### config.mk
export PLATFORM = sky130hd
export DESIGN_NAME = load_store_port
export DESIGN_NICKNAME = d
export VERILOG_FILES = /design/src/rtl/load_store_port.sv
export SDC_FILE = /design/constraint.sdc
export NUM_CORES = 1
export LEC_CHECK = 0
export ABC_AREA = 1
export BUFFER_PORTS_ARGS = -buffer_cell sky130_fd_sc_hd__buf_2
export CORE_MARGIN = 10
export CORE_UTILIZATION = 38
export DETAILED_ROUTE_END_ITERATION = 8
export PLACE_DENSITY = 0.68
export RECOVER_POWER = 50
export SLEW_MARGIN = 20
export SYNTH_ARGS = -nofsm -noshare
export SYNTH_HDL_FRONTEND = slang
export SYNTH_SLANG_ARGS = --single-unit
### constraint.sdc
create_clock -name clk -period 4.3 [get_ports clk]
set_input_delay 0.215 -clock clk [delete_from_list [all_inputs] [get_ports clk]]
set_output_delay 0.215 -clock clk [all_outputs]
set_load 0.05 [all_outputs]
### src/rtl/load_store_port.sv
// load_store_port: execute-stage initiator onto the single-port word memory.
// Big-endian byte/half/word accesses; word-straddling ones take two cycles.
module load_store_port #(
  parameter  int MEMORY_DEPTH = 32768,
  localparam int AW = $clog2(MEMORY_DEPTH)
) (
  input  logic          clk,
  input  logic          rst_n,
  input  logic          req_valid,
  output logic          req_ready,
  input  logic          req_store,
  input  logic [1:0]    req_size,
  input  logic          req_sign_extend,
  input  logic [31:0]   req_address,
  input  logic [31:0]   req_store_data,
  output logic          rsp_valid,
  input  logic          rsp_ready,
  output logic [31:0]   rsp_load_data,
  output logic          rsp_error,
  output logic [AW-1:0] mem_address,
  output logic [3:0]    mem_wen,
  output logic [31:0]   mem_write_data,
  input  logic [31:0]   mem_read_data
);

  typedef enum logic [2:0] {
    S_IDLE,
    S_ISSUE0,
    S_ISSUE1,
    S_WAIT,
    S_RESPOND
  } state_t;

  state_t state, state_next;

  logic          accept;
  logic          bad;
  logic          split;
  logic [2:0]    nb;
  logic [1:0]    off;
  logic [3:0]    sh;
  logic [7:0]    bmask;
  logic [7:0]    lane_mask;
  logic [31:0]   sdata_m;
  logic [63:0]   wdata64;
  logic [AW-1:0] word;
  logic [AW-1:0] word_next;

  logic          store_q;
  logic          sign_q;
  logic          split_q;
  logic [1:0]    size_q;
  logic [3:0]    sh_q;
  logic [3:0]    wen0_q;
  logic [3:0]    wen1_q;
  logic [31:0]   wd1_q;
  logic [AW-1:0] word1_q;
  logic [31:0]   rd0_q;

  logic [63:0]   win;
  logic [31:0]   shifted;
  logic [31:0]   load_data;

  assign accept = req_valid && req_ready;

  // Vectors are numerically descending: lane/bit 0 here is the LSB end.
  // An 8-byte window (word 0 then word 1) holds the access at offset off.
  always_comb begin
    nb      = 3'd4;
    bmask   = 8'h0f;
    sdata_m = req_store_data;
    unique case (req_size)
      2'b00: begin
        nb      = 3'd1;
        bmask   = 8'h01;
        sdata_m = {24'h0, req_store_data[7:0]};
      end
      2'b01: begin
        nb      = 3'd2;
        bmask   = 8'h03;
        sdata_m = {16'h0, req_store_data[15:0]};
      end
      default: ;
    endcase
    off       = req_address[1:0];
    sh        = 4'd8 - {2'b00, off} - {1'b0, nb};
    lane_mask = bmask << sh;
    wdata64   = {32'h0, sdata_m} << {sh, 3'b000};
    split     = ({1'b0, off} + nb) > 3'd4;
    bad       = (req_size == 2'b11) ||
                ((req_address >> (AW + 2)) != 32'h0);
    word      = req_address[AW+1:2];
    word_next = (word == AW'(MEMORY_DEPTH - 1)) ?
                '0 : word + AW'(1);
  end

  always_ff @(posedge clk or negedge rst_n) begin
    if (!rst_n) state <= S_IDLE;
    else        state <= state_next;
  end

  always_comb begin
    state_next = state;
    unique case (state)
      S_IDLE:
        if (accept) state_next = bad ? S_RESPOND : S_ISSUE0;
      S_ISSUE0:
        state_next = split_q ? S_ISSUE1 : S_WAIT;
      S_ISSUE1:
        state_next = S_WAIT;
      S_WAIT:
        state_next = S_RESPOND;
      S_RESPOND:
        if (rsp_ready) state_next = S_IDLE;
      default:
        state_next = S_IDLE;
    endcase
  end

  always_comb begin
    req_ready = 1'b0;
    rsp_valid = 1'b0;
    mem_wen   = 4'b0000;
    unique case (state)
      S_IDLE:    req_ready = rst_n;
      S_ISSUE0:  mem_wen   = wen0_q;
      S_ISSUE1:  mem_wen   = wen1_q;
      S_RESPOND: rsp_valid = 1'b1;
      default:   ;
    endcase
  end

  always_comb begin
    win = split_q ? {rd0_q, mem_read_data}
                  : {mem_read_data, 32'h0};
    shifted   = 32'(win >> {sh_q, 3'b000});
    load_data = shifted;
    unique case (size_q)
      2'b00: load_data =
        {{24{sign_q & shifted[7]}}, shifted[7:0]};
      2'b01: load_data =
        {{16{sign_q & shifted[15]}}, shifted[15:0]};
      default: ;
    endcase
  end

  always_ff @(posedge clk or negedge rst_n) begin
    if (!rst_n) begin
      store_q        <= 1'b0;
      sign_q         <= 1'b0;
      split_q        <= 1'b0;
      size_q         <= 2'b00;
      sh_q           <= 4'h0;
      wen0_q         <= 4'h0;
      wen1_q         <= 4'h0;
      wd1_q          <= 32'h0;
      word1_q        <= '0;
      rd0_q          <= 32'h0;
      rsp_load_data  <= 32'h0;
      rsp_error      <= 1'b0;
      mem_address    <= '0;
      mem_write_data <= 32'h0;
    end else begin
      if (accept) begin
        store_q       <= req_store;
        sign_q        <= req_sign_extend;
        split_q       <= split;
        size_q        <= req_size;
        sh_q          <= sh;
        wen0_q        <= req_store ? lane_mask[7:4] : 4'h0;
        wen1_q        <= req_store ? lane_mask[3:0] : 4'h0;
        wd1_q         <= wdata64[31:0];
        word1_q       <= word_next;
        rsp_error     <= bad;
        rsp_load_data <= 32'h0;
        if (!bad) begin
          mem_address    <= word;
          mem_write_data <= wdata64[63:32];
        end
      end
      if (state == S_ISSUE0 && split_q) begin
        mem_address    <= word1_q;
        mem_write_data <= wd1_q;
      end
      if (state == S_ISSUE1)
        rd0_q <= mem_read_data;
      if (state == S_WAIT && !store_q)
        rsp_load_data <= load_data;
    end
  end

endmodule

# Yosys cells after proc, flatten, opt, wreduce, memory -nomap -nowiden
# Cells that the tools add are included.
# classes
n_reduce_logical	13
n_shift	3
mux	24
n_bitwise	2
n_lt_le_gt_ge	1
n_eq_ne	11
add_sub_neg	4
# op_table
operator	count
$mux 32	5
$pmux 32 s2	2
$mux 64	1
$shl 32x7->64	1
$shr 64x7->32	1
$mux 15	4
$reduce_bool 32->1	1
$pmux 4 s2	2
$add 15x1->15 const B	1
$eq 15x15->1 const B	1
$pmux 3 s5	1
$mux 3	3
$mux 4	2
$shl 8x4->8	1
$eq 3x2->1 const B	2
$pmux 3 s2	1
$eq 2x1->1 const B	2
$logic_not 2->1	2
$ne 2x2->1 const B	2
$reduce_and 2->1	2
$reduce_bool 2->1	2
$sub 4x2->4 const A	1
$sub 4x3->4	1
$add 2x3->3	1
11 further kinds	16
# totals
input_bits	104
register_bits	179
word_cells	73

# Longest topological paths before layout
# Gate-level depths: netlist of the first run.
# logic_depth
depth_word	7
depth_mapped	16
mapped_depth_nobuf	14

# Least setup slack after synthesis of the first run
# Ideal clock, no wire load.
# synth_path
path_kind	input -> register
startpoint	input port req_size[1]
endpoint	register mem_write_data[5]
setup_slack_ns	1.540
t_required_ns	4.177
arrival_time_ns	2.637
stages	13
setup_time_ns	0.123
n_path_buf	4
cell_sequence	buf_4 > buf_2 > nor2_1 > ha_1 > inv_1 > ha_1 > inv_1 > fa_1 > buf_1 > clkbuf_1 > nand3_1 > a21boi_0 > o21ai_1
# synth_between
elab_chain_len	7
word_cells_on_any_way	13
classes_between	add/sub: 1; eq/ne: 3; shift: 1; mux: 5; reduce/logical: 3
# synth_rtl
item	line	source
start, declared	12	input logic [1:0] req_size,
$eq 2x1->1 / $logic_not 2->1 (equally long branches)	72	unique case (req_size)
$pmux 3 s2	72	
$sub 4x3->4	86	sh = 4'd8 - {2'b00, off} - {1'b0, nb};
$shl 32x7->64	88	wdata64 = {32'h0, sdata_m} << {sh, 3'b000};
$mux 32	176	if (!bad) begin
$mux 32	164	if (accept) begin
$mux 32	181	if (state == S_ISSUE0 && split_q) begin
end signal, assigned	178	mem_write_data <= wdata64[63:32];
end signal, assigned	183	mem_write_data <= wd1_q;
end, declared	22	output logic [31:0] mem_write_data,
# Several ways; a longest one is shown, not always the timed one. The select of a mux whose other input is x is not followed.
# A chain may end at the register's enable or synchronous reset.

# Worst setup path in the final report of the first run
# layout_path
startpoint	register state[2]
endpoint	output port mem_wen[2]
# layout_between
elab_chain_len	2
word_cells_on_any_way	3
classes_between	eq/ne: 2; mux: 1
# layout_rtl
item	line	source
start, declared	34	state_t state, state_next;
start signal, assigned	99	else state <= state_next;
$eq 3x2->1 / $eq 3x1->1 (equally long branches)	124	unique case (state)
$pmux 4 s2 (*)	124	
end, declared	21	output logic [3:0] mem_wen,
# Mark *: on every way between the ends. The rest lies on a longest branch, timed or not.

==> flow_metrics.tcl, run 1 <==
set metrics [dict create \
    status "finished, violations left" \
    violations "capacitance limit, slew limit" \
    setup_viol 0 \
    grt_setup_unrepaired "no" \
    worstSetupEndpointType "output pin" \
    slew_headroom -0.144 \
    grt_overflow 0 \
    num_rows 62 \
    grt_max_degree 83 \
    swShare 0.452 \
    syn_to_final_growth_pct 13.4 \
    drt.antenna.violating_nets 0 \
    crit_end "mem_wen[2]" \
    fmax_mhz 330 \
    hold_path_class "input port to flop" \
    wirelength_mm 40.0 \
    r2r-end "rsp_load_data[0]$_DFFE_PN0P_" \
    cts_tree "done" \
    track_usage 0.217 \
    drv_cap 2 \
    first_pass_iters 5 \
    critPathRequiredTime_ns 4.09 \
    start_util 0.387 \
    critical_path_arrival_ns 2.82 \
    pwr-share-seq 0.324 \
    port_buffers 189 \
    layout_min_cycle_time_ns 3.03 \
    syn_avg_cell_area_um2 7.11 \
    hold_violations 0 \
    worstSetupPathType "flop to output pin" \
    wire_per_inst_um 19.1 \
    total_power_uw 6290 \
    worst-r2r-cell-count 8 \
    synth_cell_type_count 52 \
    synth_cells 1575 \
    startpoint "state[2]$_DFFE_PN0P_" \
    drc 0 \
    synth_nets 1686 \
    fp.dieW_um 192 \
    ys_ff_latch 179 \
    pwr-share-clk 0.262 \
    place_area_um2 12200 \
    final.period_utilization 0.705 \
    first_global_vias 11200 \
    r2r_setup_slack_ns 1.62 \
    die-area_um2 36800 \
    fin_nets 1809 \
    die_y_um 192 \
    drtIter0Drc 1035 \
    clk_path_buf_depth 2 \
    io_pins 190 \
    viasPerCell 5.38 \
    fp.coreArea_um2 28900 \
    crit_fanout 25 \
    p_sw_uw 2850 \
    rr_startpoint "state[0]$_DFFE_PN0P_" \
    insertedDiodeCount 0 \
    slew_viol_final 131 \
    clock-sinks 179 \
    cts_setup_buffers 0 \
    clkLatencyLatePin_ns 0.45 \
    final_layout_size_suffix_gt1_frac 0.133 \
    p_per_area_nw_per_um2 495 \
    cts_buffers 17 \
    setup_tns_ns 0 \
    cp-start-kind "flop" \
    p_comb_frac 0.414 \
    internal_power_uw 3440 \
    route.vias.total 11300 \
    gp_congestion 0.957 \
    path_clk_slew_ns 0.09 \
    clk_root_buffer_cell "clkbuf_16" \
    yosysSeqAreaShare 0.400 \
    antenna_found_initial 0 \
    ir_drop_v 0.000373 \
    ys_warn_count 0 \
    worst_slew_pin_slew_ns 1.72 \
    netlist_area_um2 11200 \
    final_cell_area_um2 12700 \
    grt_pass1_wl_mm 63.0 \
    cts_max_level 4 \
    p_leak_uw 0.00623 \
    skew_ns 0.0196 \
    dpl.hpwl_mm 28.3 \
]
## metrics by stage
stage	hold slack, ns	setup slack, ns	util	std cells
CTS	0.0208	1.35	0.443	2095
floorplan	-0.0806	1.54	-	1575
finish	0.0365	1.27	0.439	2095
global route	0.0373	1.00	0.439	2095
global placement	0.215	1.02	0.421	2062
detailed placement	0.219	0.932	0.421	2062
## how the worst min path moves through the flow
stage / start / end / cells past startpoint
2_1_floorplan: rst_n / mem_address[0]$_DFFE_PN0P_ / 0
5_1_grt: req_address[0] / wen0_q[3]$_DFFE_PN0P_ / 2
3_3_place_gp: rst_n / rd0_q[17]$_DFFE_PN0N_ / 1
4_1_cts: mem_read_data[2] / rd0_q[2]$_DFFE_PN0N_ / 3
6_report: mem_read_data[2] / rd0_q[2]$_DFFE_PN0N_ / 3
3_5_place_dp: rst_n / rsp_load_data[5]$_DFFE_PN0P_ / 1
## routing by layer
layer | global-route usage | routed length, um | vias to the layer above | part of all wire
met5 | 0 | 0 | - | 0
met4 | 0.0640 | 1010 | 0 | 0.025
met3 | 0.0390 | 2490 | 57 | 0.062
met2 | 0.366 | 19300 | 411 | 0.48
met1 | 0.277 | 17200 | 5397 | 0.43
li1 | - | - | 5413 | -
## repair_timing
| action | 4_1_cts | 5_1_grt |
|---|---|---|
| hold buffers | 1 | 0 |
| endpoints found under the setup margin | 0 | 0 |
| endpoints found under the hold margin | 50 | 0 |
| gates resized for setup | 0 | 0 |
## registers in the layout, indices dropped and copies added, names as in the netlist, 2 cells and up
register,cells
mem_write_data,32
rd0_q,32
rsp_load_data,32
wd1_q,32
mem_address,15
word1_q,15
sh_q,4
wen0_q,4
wen1_q,4
state,3
size_q,2
## cell usage in the layout, fill, tap and decap left out, types with 3 or more instances in the layout
cell / n
clkbuf_1: 81
dfrtp_1: 176
xor2_1: 5
buf_4: 11
nor3_1: 4
ha_1: 5
nand3_1: 155
o21a_1: 9
a22o_1: 8
o21ai_1: 44
nand2_2: 9
dfrtp_2: 3
or2_1: 6
clkbuf_16: 17
inv_1: 65
inv_8: 4
a21oi_1: 25
nor4_1: 5
o211ai_1: 40
buf_2: 107
clkinv_8: 7
nand4_1: 9
nand2_1: 635
nor2_1: 39
mux2_2: 17
a21boi_0: 7
nor2_2: 4
o21ai_0: 134
inv_2: 14
or2_2: 9
nand3_2: 4
or2_0: 3
o22ai_1: 10
## power by group through the flow
stage / clock network [uW] / registers, uW / logic [uW]
after global placement: 0 / 2060 / 2550
final: 1650 / 2040 / 2600
after detailed placement: 0 / 2060 / 2570
after floorplan: 0 / 1970 / 2090
after global routing: 1750 / 2060 / 2920
after CTS: 1680 / 2030 / 2580
## area by class of cell
type	instances	area, um^2
sequential	179	4480
clock buffer	17	425
timing repair buffer	203	953
tap	384	480
inverter	82	310
fill	3017	16200
multi-input combinational	1215	5850
clock inverter	15	200
## cell usage after synthesis (all sizes together)
| library cell | count | area, um^2 |
|---|---|---|
| o21ai | 178 | 891 |
| nand4 | 9 | 56.3 |
| nor4 | 5 | 31.3 |
| clkbuf | 24 | 90.1 |
| o211ai | 42 | 325 |
| clkinv | 2 | 7.51 |
| a21oi | 25 | 125 |
| fa | 2 | 40.0 |
| a22o | 8 | 70.1 |
| o21bai | 2 | 15.0 |
| nor3 | 6 | 35.0 |
| and2 | 2 | 12.5 |
| nand3 | 161 | 851 |
| a21o | 1 | 7.51 |
| o32ai | 2 | 17.5 |
| and3 | 1 | 6.26 |
| inv | 80 | 303 |
| a31oi | 1 | 6.26 |
| nand3b | 2 | 15.0 |
| xnor2 | 1 | 8.76 |
| ha | 5 | 62.6 |
| a21boi | 8 | 60.1 |
| o31ai | 1 | 7.51 |
| o22ai | 10 | 62.6 |
| buf | 75 | 478 |
| nor2 | 47 | 234 |
| xor2 | 6 | 71.3 |
| mux2 | 17 | 191 |
| dfrtp | 179 | 4480 |
| nand2 | 646 | 2460 |
| o21a | 9 | 67.6 |
| or2 | 18 | 113 |
## cells by family (layout without fill, tap and decap cells)
kind of cell / count (synthesis) / count (layout) / synth area share
buffers and inverters: 181 / 317 / 0.0784
xor gates and xnor gates: 7 / 7 / 0.00715
AOI/OAI and AO/OA: 287 / 287 / 0.148
and+or+nand+nor: 897 / 897 / 0.341
adders and majority gates: 7 / 7 / 0.00916
DFF: 179 / 179 / 0.400
muxes: 17 / 17 / 0.0171
## critical path, stage by stage, from the launching register on
cell and delay (ns):
dfrtp_1 0.42, inv_1 0.13, nand3_1 0.77, o22ai_1 0.70, buf_2 0.35
Note: power is estimated with default switching activity, not from simulation.
==> inputs of run 2 (changes only) <==
--- a/config.mk
+++ b/config.mk
@@ -10,7 +10,7 @@
 export CORE_MARGIN = 10
 export CORE_UTILIZATION = 38
 export DETAILED_ROUTE_END_ITERATION = 8
-export PLACE_DENSITY = 0.68
+export PLACE_DENSITY = 0.7
 export RECOVER_POWER = 50
 export SLEW_MARGIN = 20
 export SYNTH_ARGS = -nofsm -noshare
==> constraint.sdc (replaced) <==
create_clock -name clk -period 2.65 [get_ports clk]
set_input_delay 0.1325 -clock clk [delete_from_list [all_inputs] [get_ports clk]]
set_output_delay 0.1325 -clock clk [all_outputs]
set_load 0.05 [all_outputs]
==> flow_metrics.tcl, run 2 (synthesis gave the netlist of run 1 again) <==
set metrics [dict create \
    worstPathCellList "dlygate4sd3_1 > buf_2 > inv_1 > ha_1 > ha_1 > inv_1 > fa_1 > xor2_4 > nand2_4 > nor2_2 > nand2_1 > o21ai_0 > nand2_1 > nand2_1" \
    cts_max_level 4 \
    path_clk_slew_ns 0.10 \
    worst_slew_pin_slew_ns 1.79 \
    final_layout_size_suffix_gt1_frac 0.146 \
    die_y_um 192 \
    drv_cap 2 \
    start_util 0.387 \
    first_global_vias 11500 \
    grt_pass1_wl_mm 61.8 \
    r2r_setup_slack_ns 0.29 \
    setup_tns_ns 0 \
    slew_viol_final 129 \
    route.vias.total 11600 \
    worstSetupPathType "input port to flop" \
    grt_max_degree 71 \
    fin_nets 1882 \
    max_stage_delay_ns 0.53 \
    n_fill_cell 2980 \
    final_cell_mix "nand2_1 (636), dfrtp_1 (177), nand3_1 (154), o21ai_0 (134), buf_2 (108)" \
    violations "capacitance limit, slew limit" \
    cp_num_cells 14 \
    cts_setup_buffers 0 \
    die-area_um2 36800 \
    final.period_utilization 0.897 \
    multi_input_area_um2 5850 \
    clk_path_buf_depth 2 \
    worst-r2r-cell-count 7 \
    place_area_um2 12400 \
    syn_to_final_growth_pct 19.4 \
    wire_per_inst_um 17.8 \
    worstSetupEndpointType "flop" \
    p_per_area_nw_per_um2 781 \
    ir_drop_v 0.000546 \
    track_usage 0.210 \
    wirelength_mm 38.7 \
    fp.dieW_um 192 \
    cp_top_family "buffers and inverters" \
    dpl.hpwl_mm 28.2 \
    clock-sinks 179 \
    fp.coreArea_um2 28900 \
    viasPerCell 5.33 \
    hold_ws_ns 0.0199 \
    placed_cells 2094 \
    layout_min_cycle_time_ns 2.38 \
    clkLatencyLatePin_ns 0.46 \
    cts_buffers 17 \
    setup_viol 0 \
    regArea_um2 4480 \
    num_rows 62 \
    drtIter0Drc 1190 \
    final_cell_area_um2 13400 \
    status "finished, violations left" \
    clk_root_buffer_cell "clkbuf_16" \
    port_buffers 189 \
    gp_congestion 0.989 \
    io_pins 190 \
    skew_ns 0.0241 \
    cp_common_cell "nand2_1" \
    cp-start-kind "input port" \
    cp_slowest_cell "dlygate4sd3_1" \
    hold_path_depth 3 \
    crit_fanout 12 \
    hold_path_class "input port to flop" \
    grt_overflow 0 \
    final_cell_count_no_fill 2169 \
    path_buf_inv 4 \
    critPathRequiredTime_ns 3.04 \
    p_leak_uw 0.00657 \
    fmax_mhz 421 \
    critical_path_arrival_ns 2.77 \
    hold_violations 0 \
    slew_headroom -0.194 \
    antenna_found_initial 1 \
    first_pass_iters 7 \
    drc 0 \
    layout_commonest_cell "nand2_1" \
    drt.antenna.violating_nets 0 \
    grt_setup_unrepaired "no" \
    cts_tree "done" \
]
## run 2: worst paths after layout
kind,start,to
min reg2reg,rsp_load_data[5]$_DFFE_PN0P_,rsp_load_data[5]$_DFFE_PN0P_
min,req_store_data[6],wd1_q[6]$_DFFE_PN0P_
max,req_address[0],mem_write_data[26]$_DFFE_PN0P_
max in group asynchronous,rst_n,sh_q[0]$_DFFE_PN0P_
max reg2reg,state[2]$_DFFE_PN0P_,wen0_q[3]$_DFFE_PN0P_
min in group asynchronous,rst_n,rd0_q[30]$_DFFE_PN0N_
## run 2: layer usage
metal / vias up / track usage / share of wire
met4: 0 / 0.0808 / 0.030
met1: 5462 / 0.266 / 0.43
met2: 468 / 0.342 / 0.47
met5: - / 0 / 0
li1: 5568 / - / -
met3: 73 / 0.0455 / 0.071
## run 2: worst reg2reg max path, stage by stage (launching register included)
cell and delay [ns]:
dfrtp_1 0.42, inv_2 0.10, nand3_2 0.14, nor3_2 0.19
buf_4 0.41, nand2_1 0.20, o32ai_1 0.25, dlygate4sd3_1 0.59
## run 2: power by group
part           total [uW]  switching, uW  leakage, uW  internal, uW
Combinational        4480           3050      0.00411          1430
Sequential           3240            199      0.00216          3040
Clock                2730           1410     0.000308          1320
Total               10500           4660      0.00657          5800
## run 2: what timing repair did
action                    CTS  global route
gates resized for setup     0             0
hold buffers               42             0
hold endpoints to repair   92             0
## run 2: layout make-up
cell class              count  area share
flip-flops and latches    179       0.335
diodes                      1    0.000187
clock inverters            15      0.0161
multi-input cells        1215       0.437
well taps                 384      0.0359
clock buffers              17      0.0318
repair buffers            276       0.121
inverters                  82      0.0232
## run 2: through the flow
stage,setup WS [ns],util,power [uW]
after floorplan,0.0527,-,6600
after global placement,0.148,0.430,7590
after detailed placement,0.0602,0.430,7650
after CTS,0.285,0.466,10500
after global routing,0.0755,0.462,11200
final,0.272,0.462,10500
==> inputs of run 3 (changes only) <==
--- a/config.mk
+++ b/config.mk
@@ -9,9 +9,11 @@
 export BUFFER_PORTS_ARGS = -buffer_cell sky130_fd_sc_hd__buf_2
 export CORE_MARGIN = 10
 export CORE_UTILIZATION = 38
+export CTS_CLUSTER_SIZE = 24
 export DETAILED_ROUTE_END_ITERATION = 8
 export PLACE_DENSITY = 0.7
 export RECOVER_POWER = 50
+export SETUP_SLACK_MARGIN = 0.5
 export SLEW_MARGIN = 20
 export SYNTH_ARGS = -nofsm -noshare
 export SYNTH_HDL_FRONTEND = slang
==> flow_metrics.tcl, run 3 (synthesis gave the netlist of run 1 again) <==
set metrics [dict create \
    hold_violations 0 \
    drtIter0Drc 1006 \
    cts_tree "done" \
    final_cell_area_um2 13400 \
    n_fill_cell 2951 \
    crit_fanout 39 \
    pwr-share-clk 0.255 \
    regArea_um2 4480 \
    skew_ns 0.0122 \
    wl_met2_mm 18.3 \
    wire_per_inst_um 17.9 \
    place_area_um2 12500 \
    cts_buffers 17 \
    wirelength_met1_mm 16.2 \
    swShare 0.441 \
    final_layout_size_suffix_gt1_frac 0.156 \
    final_cell_count_no_fill 2161 \
    setup_viol 0 \
    multi_input_area_um2 5930 \
    grt_max_degree 150 \
    internal_power_uw 5880 \
    clk_path_buf_depth 2 \
    critical_path_arrival_ns 2.45 \
    worstSetupEndpointType "flop" \
    wirelength_mm 38.7 \
    worstSetupPathType "input port to flop" \
    placed_cells 2085 \
    hp-start "mem_read_data[31]" \
    p_leak_uw 0.00657 \
    gp_congestion 0.931 \
    dr.max_layer_used "met5" \
    p_sw_uw 4640 \
    first_global_vias 11400 \
    route.vias.total 11500 \
    drt.antenna.violating_nets 0 \
    violations "capacitance limit, slew limit" \
    num_rows 62 \
    dpl.hpwl_mm 27.6 \
    antenna_found_initial 2 \
    p_per_area_nw_per_um2 783 \
    grt_setup_unrepaired "yes" \
    worst_slew_pin_slew_ns 1.58 \
    cp-start-kind "input port" \
    viasPerCell 5.34 \
    hold_ws_ns 0.00529 \
    track_usage 0.210 \
    io_pins 190 \
    path_clk_slew_ns 0.08 \
    fin_nets 1874 \
    startpoint "rst_n" \
    syn_to_final_growth_pct 19.9 \
    drv_cap 1 \
    p_comb_frac 0.437 \
    fp.dieW_um 192 \
    final.period_utilization 0.778 \
    routed-wl-met3_mm 2.89 \
    pwr-share-seq 0.308 \
    cts_max_level 4 \
    start_util 0.387 \
    clkLatencyLatePin_ns 0.45 \
    drc 0 \
    final_cell_mix "nand2_1 (634), dfrtp_1 (177), nand3_1 (154), o21ai_0 (125), buf_2 (120)" \
    slew_viol_final 31 \
    grt_overflow 0 \
    port_buffers 189 \
    rr_startpoint "state[2]$_DFFE_PN0P_" \
    hold_path_class "input port to flop" \
    die_y_um 192 \
    first_pass_iters 5 \
    slew_headroom -0.0512 \
    grt_pass1_wl_mm 61.9 \
    setup_tns_ns 0 \
    status "finished, violations left" \
    fp.coreArea_um2 28900 \
    clk_root_buffer_cell "clkbuf_16" \
    clock-sinks 179 \
    fmax_mhz 485 \
    layout_commonest_cell "nand2_1" \
    ir_drop_v 0.000492 \
    layout_min_cycle_time_ns 2.06 \
    die-area_um2 36800 \
    critPathRequiredTime_ns 3.04 \
]
-- run 3: worst paths after layout --
path / to / slack [ns] / cells after the start
setup / recovery: mem_address[3]$_DFFE_PN0P_ / 0.59 / 9
hold / removal: rd0_q[31]$_DFFE_PN0N_ / 0.005 / 2
setup reg to reg: state[0]$_DFFE_PN0P_ / 0.63 / 5
hold reg to reg: rsp_load_data[22]$_DFFE_PN0P_ / 0.48 / 2
max in group asynchronous: wd1_q[12]$_DFFE_PN0P_ / 0.70 / 3
min in group asynchronous: mem_write_data[15]$_DFFE_PN0P_ / 0.95 / 3
-- run 3: repair_timing --
action | 4_1_cts | 5_1_grt
setup endpoints to repair | 5 | 43
endpoints found under the hold margin | 66 | 0
pin swaps | 0 | 1
buffers inserted | 0 | 4
resized for setup | 5 | 10
hold buffers | 39 | 0
-- run 3: routing by layer --
layer	track usage	vias to the layer above
li1	-	5551
met1	0.271	5456
met2	0.339	473
met3	0.0397	66
met4	0.0853	2
met5	0	-
-- run 3: power by group through the flow --
stage	combinational, uW	sequential, uW	clock [uW]
6_report	4590	3240	2680
5_1_grt	5130	3280	2840
4_1_cts	4510	3240	2730
3_5_place_dp	4430	3290	0
3_3_place_gp	4390	3280	0
2_1_floorplan	3440	3200	0
-- run 3: cell type report --
class	instances	share of cell area
diodes	1	0.000186
clock buffers	17	0.0317
clock inverters	15	0.0136
inverters	82	0.0241
multi-input cells	1215	0.441
flip-flops and latches	179	0.334
well taps	384	0.0358
repair buffers	268	0.120
-- run 3: through the flow --
stage               worst slack, ns  total power [uW]   util
finish                        0.589             10500  0.464
global route                  0.337             11200  0.464
global placement              0.198              7670  0.431
floorplan                     0.381              6640      -
detailed placement            0.147              7720  0.431
CTS                           0.540             10500  0.466
-- run 3: critical path: stages --
cell and delay (ns):
dlygate4sd3_1 0.58, clkbuf_1 0.31, inv_1 0.13, nor3_2 0.28, nand4_1 0.23, nand2_2 0.15, clkbuf_8 0.33, o211ai_1 0.18
nand2_1 0.11
